--- config.mk ---
export PLATFORM = sky130hd
export DESIGN_NAME = secuenciador_melodia_flat
export DESIGN_NICKNAME = d
export VERILOG_FILES = /design/src/rtl/secuenciador_melodia_if.sv /design/src/rtl/secuenciador_melodia.sv /design/src/flat_wrapper.sv
export SDC_FILE = /design/constraint.sdc
export NUM_CORES = 1
export LEC_CHECK = 0
export ABC_AREA = 1
export CAP_MARGIN = 10
export CELL_PAD_IN_SITES_DETAIL_PLACEMENT = 1
export CELL_PAD_IN_SITES_GLOBAL_PLACEMENT = 2
export CORE_MARGIN = 3
export CORE_UTILIZATION = 35
export DETAILED_ROUTE_END_ITERATION = 6
export PLACE_DENSITY_LB_ADDON = 0.1
export SLEW_MARGIN = 15
export SYNTH_ARGS = -nofsm -noshare
export SYNTH_HDL_FRONTEND = slang
export SYNTH_SLANG_ARGS = --single-unit
--- constraint.sdc ---
create_clock -name i_clk -period 3.3 [get_ports i_clk]
set_input_delay 0.495 -clock i_clk [delete_from_list [all_inputs] [get_ports i_clk]]
set_output_delay 0.495 -clock i_clk [all_outputs]
set_load 0.05 [all_outputs]
--- src/rtl/secuenciador_melodia_if.sv ---
// Control and speaker bus of the melody sequencer: play/stop requests, note ROM
// port and the buzzer/status outputs. Signal prefixes are from the sequencer's side.
interface secuenciador_melodia_if;
  logic        i_play;
  logic        i_stop;
  logic [4:0]  o_direccion_nota;
  logic [15:0] i_ciclos_de_nota;
  logic        o_buzzer;
  logic        o_busy;
  logic        o_nota_fin;
  logic        o_done;

  modport slave (
    input  i_play,
    input  i_stop,
    input  i_ciclos_de_nota,
    output o_direccion_nota,
    output o_buzzer,
    output o_busy,
    output o_nota_fin,
    output o_done
  );

  modport master (
    output i_play,
    output i_stop,
    output i_ciclos_de_nota,
    input  o_direccion_nota,
    input  o_buzzer,
    input  o_busy,
    input  o_nota_fin,
    input  o_done
  );
endinterface

--- src/rtl/secuenciador_melodia.sv ---
// Melody sequencer: walks the note ROM, sounds each note as a square wave, then a gap.
// Define MELODIA_LOOP_EN to replay the melody endlessly instead of ending with done.
module secuenciador_melodia #(
  parameter int NUM_NOTAS  = 25,
  parameter int DUR_CICLOS = 3_000_000,
  parameter int GAP_CICLOS = 600_000,
  parameter int DUR_W      = 22
) (
  input logic i_clk,
  input logic i_rst_n,
  secuenciador_melodia_if.slave bus
);

  typedef enum logic [1:0] {
    S_IDLE,
    S_LOAD,
    S_PLAY,
    S_GAP
  } state_t;

  localparam logic [DUR_W-1:0] LP_DUR_FIN = DUR_W'(DUR_CICLOS - 1);
  localparam logic [DUR_W-1:0] LP_GAP_FIN = DUR_W'(GAP_CICLOS - 1);
  localparam logic [4:0]       LP_ULTIMA  = 5'(NUM_NOTAS - 1);

  state_t             r_state;
  logic [4:0]         r_direccion;
  logic [15:0]        r_periodo;
  logic [15:0]        r_half_cnt;
  logic [DUR_W-1:0]   r_dur_cnt;
  logic               r_buzzer;
  logic               r_busy;
  logic               r_nota_fin;
  logic               r_done;

  state_t             w_state;
  logic [4:0]         w_direccion;
  logic [15:0]        w_periodo;
  logic [15:0]        w_half_cnt;
  logic [DUR_W-1:0]   w_dur_cnt;
  logic               w_buzzer;
  logic               w_nota_fin;
  logic               w_done;

  // Every output is a register, so the next value of each is computed here.
  always_comb begin
    w_state     = r_state;
    w_direccion = r_direccion;
    w_periodo   = r_periodo;
    w_half_cnt  = r_half_cnt;
    w_dur_cnt   = r_dur_cnt;
    w_buzzer    = r_buzzer;
    w_nota_fin  = 1'b0;
    w_done      = 1'b0;

    case (r_state)
      S_IDLE: begin
        w_buzzer    = 1'b0;
        w_direccion = 5'd0;
        w_half_cnt  = 16'd0;
        w_dur_cnt   = '0;
        if (bus.i_play && !bus.i_stop) begin
          w_state = S_LOAD;
        end
      end
      S_LOAD: begin
        w_periodo  = bus.i_ciclos_de_nota;
        w_half_cnt = 16'd0;
        w_dur_cnt  = '0;
        w_buzzer   = 1'b0;
        w_state    = S_PLAY;
      end
      S_PLAY: begin
        w_dur_cnt = r_dur_cnt + 1'b1;
        if (r_periodo != 16'd0) begin
          if (r_half_cnt == r_periodo - 16'd1) begin
            w_buzzer   = ~r_buzzer;
            w_half_cnt = 16'd0;
          end else begin
            w_half_cnt = r_half_cnt + 16'd1;
          end
        end else begin
          w_buzzer = 1'b0;
        end
        if (r_dur_cnt == LP_DUR_FIN) begin
          w_buzzer   = 1'b0;
          w_nota_fin = 1'b1;
          w_dur_cnt  = '0;
          w_state    = S_GAP;
        end
      end
      S_GAP: begin
        w_buzzer  = 1'b0;
        w_dur_cnt = r_dur_cnt + 1'b1;
        if (r_dur_cnt == LP_GAP_FIN) begin
          w_dur_cnt = '0;
          if (r_direccion == LP_ULTIMA) begin
            w_direccion = 5'd0;
`ifdef MELODIA_LOOP_EN
            w_state = S_LOAD;
`else
            w_done  = 1'b1;
            w_state = S_IDLE;
`endif
          end else begin
            w_direccion = r_direccion + 5'd1;
            w_state     = S_LOAD;
          end
        end
      end
      default: begin
        w_state = S_IDLE;
      end
    endcase

    // Abort overrides whatever the active state decided, including any pulse.
    if (bus.i_stop && (r_state != S_IDLE)) begin
      w_state     = S_IDLE;
      w_direccion = 5'd0;
      w_half_cnt  = 16'd0;
      w_dur_cnt   = '0;
      w_buzzer    = 1'b0;
      w_nota_fin  = 1'b0;
      w_done      = 1'b0;
    end
  end

  always_ff @(posedge i_clk) begin
    if (!i_rst_n) begin
      r_state     <= S_IDLE;
      r_direccion <= 5'd0;
      r_periodo   <= 16'd0;
      r_half_cnt  <= 16'd0;
      r_dur_cnt   <= '0;
      r_buzzer    <= 1'b0;
      r_busy      <= 1'b0;
      r_nota_fin  <= 1'b0;
      r_done      <= 1'b0;
    end else begin
      r_state     <= w_state;
      r_direccion <= w_direccion;
      r_periodo   <= w_periodo;
      r_half_cnt  <= w_half_cnt;
      r_dur_cnt   <= w_dur_cnt;
      r_buzzer    <= w_buzzer;
      r_busy      <= (w_state != S_IDLE);
      r_nota_fin  <= w_nota_fin;
      r_done      <= w_done;
    end
  end

  assign bus.o_direccion_nota = r_direccion;
  assign bus.o_buzzer         = r_buzzer;
  assign bus.o_busy           = r_busy;
  assign bus.o_nota_fin       = r_nota_fin;
  assign bus.o_done           = r_done;

endmodule

--- src/flat_wrapper.sv ---
// flat-port wrapper written by rule: the top's interface ports become plain ports
module secuenciador_melodia_flat 
#(
  parameter int NUM_NOTAS  = 25,
  parameter int DUR_CICLOS = 3_000_000,
  parameter int GAP_CICLOS = 600_000,
  parameter int DUR_W      = 22
)
  (i_clk, i_rst_n, bus_i_play, bus_i_stop, bus_i_ciclos_de_nota, bus_o_direccion_nota, bus_o_buzzer, bus_o_busy, bus_o_nota_fin, bus_o_done);
  secuenciador_melodia_if bus_i ();
  input logic i_clk;
  input logic i_rst_n;
  input wire logic [$bits(bus_i.i_play)-1:0] bus_i_play;
  input wire logic [$bits(bus_i.i_stop)-1:0] bus_i_stop;
  input wire logic [$bits(bus_i.i_ciclos_de_nota)-1:0] bus_i_ciclos_de_nota;
  output wire logic [$bits(bus_i.o_direccion_nota)-1:0] bus_o_direccion_nota;
  output wire logic [$bits(bus_i.o_buzzer)-1:0] bus_o_buzzer;
  output wire logic [$bits(bus_i.o_busy)-1:0] bus_o_busy;
  output wire logic [$bits(bus_i.o_nota_fin)-1:0] bus_o_nota_fin;
  output wire logic [$bits(bus_i.o_done)-1:0] bus_o_done;
  assign bus_i.i_play = bus_i_play;
  assign bus_i.i_stop = bus_i_stop;
  assign bus_i.i_ciclos_de_nota = bus_i_ciclos_de_nota;
  assign bus_o_direccion_nota = bus_i.o_direccion_nota;
  assign bus_o_buzzer = bus_i.o_buzzer;
  assign bus_o_busy = bus_i.o_busy;
  assign bus_o_nota_fin = bus_i.o_nota_fin;
  assign bus_o_done = bus_i.o_done;
  secuenciador_melodia #(.NUM_NOTAS(NUM_NOTAS), .DUR_CICLOS(DUR_CICLOS), .GAP_CICLOS(GAP_CICLOS), .DUR_W(DUR_W)) u_core (.i_clk(i_clk), .i_rst_n(i_rst_n), .bus(bus_i));
endmodule
After elaboration in Yosys (flattened, before gate mapping)
Cells that the tools add are included.

storage, ports and cells
  word-level logic and storage cells = 65
  register bits after elaboration = 65

cells by class
  bitwise gates (word level) = 5
  multiplexer cells = 21
  reduce and logical (&&, ||, !) cells = 16
  equal/unequal tests = 10
  add/sub/neg operators = 4

operators with widths
  cell                     count
  $pmux W22 S3             1
  $mux W22                 2
  $mux W16                 2
  $pmux W16 S2             1
  $add A22 B1 Y22 const B  1
  $eq A22 B20 Y1 const B   1
  $eq A22 B22 Y1 const B   1
  $add A16 B1 Y16 const B  1
  $eq A16 B16 Y1           1
  $reduce_bool A16 Y1      1
  $sub A16 B1 Y16 const B  1
  $mux W5                  2
  $pmux W5 S2              1
  $mux W2                  4
  $pmux W2 S4              1
  $reduce_bool A2 Y1       4
  $mux W1                  6
  $reduce_or A3 Y1         2
  $add A5 B1 Y5 const B    1
  $eq A5 B5 Y1 const B     1
  $not A1 Y1               5
  $eq A2 B2 Y1 const B     2
  $ne A2 B1 Y1 const B     2
  $ne A4 B4 Y1 const B     1
  other kinds (8)          11

Logic depth before layout (Yosys ltp)
  depth after elaboration = 6
  gate-level depth with buffers = 15

Worst setup path after synthesis
OpenSTA, ideal clock, no wires.

  path type = reg-to-reg
  start point = register u_core.r_periodo[0]
  end point = register u_core.r_half_cnt[10]
  period minus slack after synthesis = 1.736 ns
  stages on the path, launching flop included = 15
  path slack = 1.564 ns
  library setup time = 0.119 ns
  arrival time = 1.617 ns
  path through = dfxtp_1 -> inv_1 -> ha_1 -> nand3_2 -> nor2_4 -> nand2_2 -> nand2_1 -> nand2_1 -> inv_1 -> nand2_1 -> nor2_2 -> nand2_2 -> buf_6 -> nand3_1 -> a21oi_1

between the ends
  longest elaborated chain between the ends = 5
  elaborated cells between the ends (all ways) = 8

RTL lines
  element                 line                         RTL
  from (decl)             secuenciador_melodia.sv:27   logic [15:0] r_periodo;
  from (signal assigned)  secuenciador_melodia.sv:141  r_periodo <= w_periodo;
  $sub A16 B1 Y16         secuenciador_melodia.sv:75   if (r_half_cnt == r_periodo - 16'd1) begin
  $eq A16 B16 Y1          secuenciador_melodia.sv:75
  $mux W16                secuenciador_melodia.sv:75
  $mux W16                secuenciador_melodia.sv:74   if (r_periodo != 16'd0) begin
  $pmux W16 S2            secuenciador_melodia.sv:55   case (r_state)
  to (signal assigned)    secuenciador_melodia.sv:142  r_half_cnt <= w_half_cnt;
  to (decl)               secuenciador_melodia.sv:28   logic [15:0] r_half_cnt;

Parallel ways exist; a longest one is shown, timed or not. The select of a mux whose other input is x is not followed.
A chain may end at the register's enable or synchronous reset.

Final worst setup path
  start point = input port i_rst_n
  end point = register u_core.r_dur_cnt[11]

between the ends
  longest elaborated chain between the ends = 2

RTL lines
  element                     line                         RTL
  from (decl)                 flat_wrapper.sv:12           input logic i_rst_n;
  $not A1 Y1 (no line)        --
  $reduce_or A2 Y1 (no line)  --
  to (signal assigned)        secuenciador_melodia.sv:143  r_dur_cnt <= w_dur_cnt;
  to (decl)                   secuenciador_melodia.sv:29   logic [DUR_W-1:0] r_dur_cnt;

Every way passes these cells.

==> results_tabular.tex <==
\begin{tabular}{lr}
\hline
Metric & Value \\
\hline
\multicolumn{2}{l}{\textbf{Status}} \\
\quad Result of the run & complete, no violations \\
\multicolumn{2}{l}{\textbf{STA}} \\
\quad Setup TNS & 0 ns \\
\quad Post-route fraction of the period consumed by the critical path & 0.729 \\
\quad Post-Route Skew & 0.0102 ns \\
\quad Minimum period implied by the final worst setup slack & 2.41 ns \\
\quad Setup-failing EPs final & 0 \\
\quad Transition time at the pin with the least slew margin & 0.808 ns \\
\quad Fmax & 416 MHz \\
\quad RSZ-0062 raised after global routing & no \\
\quad Pins over their slew limit & 0 \\
\quad Relative slew slack & 0.460 \\
\quad Final number of hold-violating endpoints & 0 \\
\multicolumn{2}{l}{\textbf{Critical path}} \\
\quad Worst setup SP type & input pin \\
\quad Critical path data required time & 3.56 ns \\
\quad Sequence of cells on the critical path & clkdlybuf4s50\_1 > inv\_1 > nor2\_1 > a21oi\_2 > inv\_2 > nand2\_1 > nor2\_1 > o21a\_1 \\
\quad Worst path slowest cell & sky130\_fd\_sc\_hd\_\_nand2\_1 \\
\quad Worst-case register-to-register setup slack & 0.94 ns \\
\quad Launching element of the worst setup path & i\_rst\_n \\
\quad Data arrival time of the worst path & 2.66 ns \\
\quad Worst Path Class, Setup & input pin to register \\
\quad Kind of end point of the critical path & register \\
\quad Worst Reg2Reg Path Length in Cells & 11 \\
\quad Crit path buffers/inverters & 3 \\
\quad Slowest Stage Delay on Critical Path & 0.58 ns \\
\quad Top fanout value on the critical path & 20 \\
\quad Cell repeated most along the worst path & sky130\_fd\_sc\_hd\_\_nor2\_1 \\
\quad Crit Reg-Reg Endpoint & u\_core.r\_dur\_cnt[11]\$\_SDFF\_PP0\_ \\
\quad Cell family contributing the most delay on the critical path & buffers and inverters \\
\quad Reg-to-reg critical path startpoint & u\_core.r\_dur\_cnt[0]\$\_SDFF\_PP0\_ \\
\multicolumn{2}{l}{\textbf{Clock tree}} \\
\quad Cts repair resizes & 0 \\
\quad Post-CTS setup buffers & 0 \\
\quad Deepest clock path buffer count & 2 \\
\quad TritonCTS clock tree & done \\
\quad Number of sinks driven by the clock tree & 65 \\
\quad Skew-Pair Late Insertion Delay & 0.36 ns \\
\quad Number of CTS-inserted buffers & 9 \\
\quad CTS clk-pin slew, worst paths & 0.07 ns \\
\quad Buffer type at the clock tree root & sky130\_fd\_sc\_hd\_\_clkbuf\_8 \\
\quad H-Tree Level Count & 3 \\
\quad Post-cts hold buffer count & 0 \\
\multicolumn{2}{l}{\textbf{Floorplanning}} \\
\quad Die footprint & 12100 um2 \\
\quad Number of placement rows & 37 \\
\quad Width of the die & 110 um \\
\quad Io pins & 29 \\
\quad Initial Util & 0.362 \\
\quad Die Ht & 110 um \\
\quad Area of the placeable core & 10400 um2 \\
\multicolumn{2}{l}{\textbf{Detailed routing}} \\
\quad Count of vias placed by the detailed router & 3602 \\
\quad Antenna violation net count after detailed routing & 0 \\
\quad First-iteration detailed-routing DRC count & 104 \\
\quad Detailed-routing iteration count for the pre-antenna-repair pass & 4 \\
\quad Average via count per standard cell & 4.85 \\
\quad DR DRC count & 0 \\
\quad Average detailed-routed wire length per instance & 13.7 um \\
\quad Overall routed net length & 10200 um \\
\multicolumn{2}{l}{\textbf{Yosys}} \\
\quad Per-instance average area after synthesis & 6.60 um2 \\
\quad Area share of the leading cell type in the synthesized netlist & 0.345 \\
\quad Top flip-flop cell by instance count after synthesis & sky130\_fd\_sc\_hd\_\_dfxtp\_1 \\
\quad Combined area of all synthesized cells & 3770 um2 \\
\quad Yosys warning total & 0 \\
\quad Largest cells by area after synthesis & sky130\_fd\_sc\_hd\_\_dfxtp\_1 (35\%), sky130\_fd\_sc\_hd\_\_nand2\_1 (14\%), sky130\_fd\_sc\_hd\_\_nor2\_1 (8.5\%), sky130\_fd\_sc\_hd\_\_inv\_1 (7.2\%), sky130\_fd\_sc\_hd\_\_nand3\_1 (5.8\%) \\
\quad Ys async rst share & 0 \\
\quad Post-synthesis sequential area ratio & 0.345 \\
\quad Flop and latch count out of synthesis & 65 \\
\quad Post-Syn Instances & 571 \\
\quad Net count after synthesis & 596 \\
\quad Number of flops mapped to enable cells by yosys & 0 \\
\quad Number of distinct library cells after synthesis & 35 \\
\quad Biggest area consumer among synthesized cells & sky130\_fd\_sc\_hd\_\_dfxtp\_1 \\
\multicolumn{2}{l}{\textbf{GRT}} \\
\quad Wire length of the first global-routing pass & 17100 um \\
\quad Via count of the first global-routing pass & 3640 \\
\quad Antenna violations before repair & 0 \\
\quad Maximum number of pins on one net before global-route repair & 26 \\
\quad Leftover overflow at the end of global routing & 0 \\
\quad Global-route total usage across every layer & 0.183 \\
\multicolumn{2}{l}{\textbf{Placement}} \\
\quad Final HPWL DP & 8000 um \\
\quad Routability-driven placement congestion ratio & 0.807 \\
\quad Port Buffers & 28 \\
\multicolumn{2}{l}{\textbf{Power}} \\
\quad Total power consumption of the routed design & 0.00184 W \\
\quad Sequential group share of total power & 0.444 \\
\quad Pleak & 1.72 nW \\
\quad Worst voltage drop across the vdd grid & 0.303 mV \\
\quad Sw frac & 0.279 \\
\quad Internal power & 0.00133 W \\
\quad Switching power total & 0.000513 W \\
\quad Proportion of power drawn by the clock network & 0.410 \\
\quad Pwr Density & 419 nW/um2 \\
\quad Combinational Power Share & 0.147 \\
\multicolumn{2}{l}{\textbf{Flow run}} \\
\quad Max-cap violations & 0 \\
\multicolumn{2}{l}{\textbf{Hold path}} \\
\quad Endpoint of the worst hold path & u\_core.r\_dur\_cnt[0]\$\_SDFF\_PP0\_ \\
\quad Type of the most critical hold path & register to register \\
\quad Worst Min Path Start & u\_core.r\_dur\_cnt[0]\$\_SDFF\_PP0\_ \\
\quad Hold path cells & 1 \\
\multicolumn{2}{l}{\textbf{Final layout}} \\
\quad Total number of nets in the final design & 627 \\
\quad N\_diodes & 0 \\
\quad Layout cell share with drive strength beyond 1 & 0.0824 \\
\quad Synth-to-layout area growth & 16.3\% \\
\hline
\end{tabular}
## state kept, by name, indices dropped and copies added, names as in the netlist
name / cells
u_core.bus.o_busy: 1
u_core.bus.o_buzzer: 1
u_core.bus.o_direccion_nota: 5
u_core.bus.o_done: 1
u_core.bus.o_nota_fin: 1
u_core.r_dur_cnt: 22
u_core.r_half_cnt: 16
u_core.r_periodo: 16
u_core.r_state: 2
## power by group through the flow
stage	combinational (W)	sequential, W	clock [W]
2_1_floorplan	0.000197	0.000833	0
3_3_place_gp	0.000269	0.000834	0
3_5_place_dp	0.000275	0.000834	0
4_1_cts	0.000277	0.000816	0.000787
5_1_grt	0.000313	0.000819	0.000827
6_report	0.000270	0.000816	0.000754
## through the flow
| stage | worst slack, ns | hold WS, ns | cells | utilization | cell area, um2 |
|---|---|---|---|---|---|
| after floorplan | 1.56 | 0.418 | 571 | - | 3770 |
| after global placement | 0.555 | 0.424 | 727 | 0.401 | 4180 |
| after detailed placement | 0.441 | 0.440 | 727 | 0.401 | 4180 |
| after CTS | 0.841 | 0.458 | 743 | 0.421 | 4390 |
| after global routing | 0.641 | 0.476 | 743 | 0.421 | 4390 |
| final | 0.894 | 0.455 | 743 | 0.421 | 4390 |
## area by class of cell
cell class              instances  area (um2)
clock buffers                  11         131
clock inverters                 5        78.8
fillers                      1380        6030
inverters                      75         282
multi-input cells             422        2140
flip-flops and latches         65        1300
well taps                     136         170
repair buffers                 29         288
## layer usage
layer,GRT usage,routed length (um)
met5,0,0
met4,0.0508,96
met3,0.0528,331
met2,0.325,5100
met1,0.213,4650
## synth_stat cells, types with 6 or more instances
cell type and count:
sky130_fd_sc_hd__nand2_1 138, sky130_fd_sc_hd__nand3_1 44, sky130_fd_sc_hd__nor2_1 85, sky130_fd_sc_hd__dfxtp_1 65, sky130_fd_sc_hd__o21ai_0 25, sky130_fd_sc_hd__nand4_1 7
sky130_fd_sc_hd__a21oi_1 22, sky130_fd_sc_hd__xnor2_1 9, sky130_fd_sc_hd__nor2_2 7, sky130_fd_sc_hd__nand2_2 7, sky130_fd_sc_hd__xor2_1 14, sky130_fd_sc_hd__nor3_1 13
sky130_fd_sc_hd__o21ai_1 6, sky130_fd_sc_hd__inv_1 72, sky130_fd_sc_hd__o22ai_1 7
## worst register-to-register path: cells and delay by family (launching register included)
kind | cells | cell delay (ns)
flops | 1 | 0.36
compound gates | 1 | 0.13
fa+ha+maj | 1 | 0.18
simple gates | 9 | 1.60
## worst max path at each step
stage | slack (ns) | endpoint | cells after the start
floorplan | 1.56 | u_core.r_half_cnt[10]$_SDFFE_PP0P_ | 14
finish | 0.89 | u_core.r_dur_cnt[11]$_SDFF_PP0_ | 8
global placement | 0.55 | u_core.r_dur_cnt[11]$_SDFF_PP0_ | 8
global route | 0.64 | u_core.r_dur_cnt[15]$_SDFF_PP0_ | 7
detailed placement | 0.44 | u_core.r_dur_cnt[11]$_SDFF_PP0_ | 8
CTS | 0.84 | u_core.r_dur_cnt[11]$_SDFF_PP0_ | 8
## cells by family (layout without fill, tap and decap cells)
| group | after synthesis | count (layout) | share of synthesized area |
|---|---|---|---|
| AOI/OAI and AO/OA | 66 | 66 | 0.0929 |
| xor gates and xnor gates | 23 | 23 | 0.0534 |
| adders and majority gates | 5 | 5 | 0.0166 |
| buffers and inverters | 84 | 120 | 0.0886 |
| DFF | 65 | 65 | 0.345 |
| and+or+nand+nor | 328 | 328 | 0.403 |
## cell usage in the layout, fill, tap and decap left out, types with 2 or more instances in the layout
| cell | n |
|---|---|
| sky130_fd_sc_hd__xnor2_1 | 9 |
| sky130_fd_sc_hd__a21oi_1 | 22 |
| sky130_fd_sc_hd__o21ai_1 | 6 |
| sky130_fd_sc_hd__inv_2 | 3 |
| sky130_fd_sc_hd__nand3_2 | 2 |
| sky130_fd_sc_hd__nand3_1 | 44 |
| sky130_fd_sc_hd__nor2_4 | 5 |
| sky130_fd_sc_hd__nand4_1 | 7 |
| sky130_fd_sc_hd__clkdlybuf4s50_1 | 28 |
| sky130_fd_sc_hd__nand3b_1 | 5 |
| sky130_fd_sc_hd__o21ai_0 | 25 |
| sky130_fd_sc_hd__dfxtp_1 | 65 |
| sky130_fd_sc_hd__nor3b_1 | 3 |
| sky130_fd_sc_hd__a31oi_1 | 4 |
| sky130_fd_sc_hd__clkbuf_1 | 2 |
| sky130_fd_sc_hd__nor2_2 | 7 |
| sky130_fd_sc_hd__nand2_1 | 138 |
| sky130_fd_sc_hd__bufinv_16 | 2 |
| sky130_fd_sc_hd__nor3_2 | 5 |
| sky130_fd_sc_hd__xor2_1 | 14 |
| sky130_fd_sc_hd__clkinv_2 | 2 |
| sky130_fd_sc_hd__clkbuf_8 | 9 |
| sky130_fd_sc_hd__nand2_2 | 7 |
| sky130_fd_sc_hd__inv_1 | 72 |
| sky130_fd_sc_hd__o22ai_1 | 7 |
| sky130_fd_sc_hd__ha_1 | 5 |
| sky130_fd_sc_hd__nor3_1 | 13 |
| sky130_fd_sc_hd__nor2_1 | 85 |
Note: power is estimated with default switching activity, not from simulation.
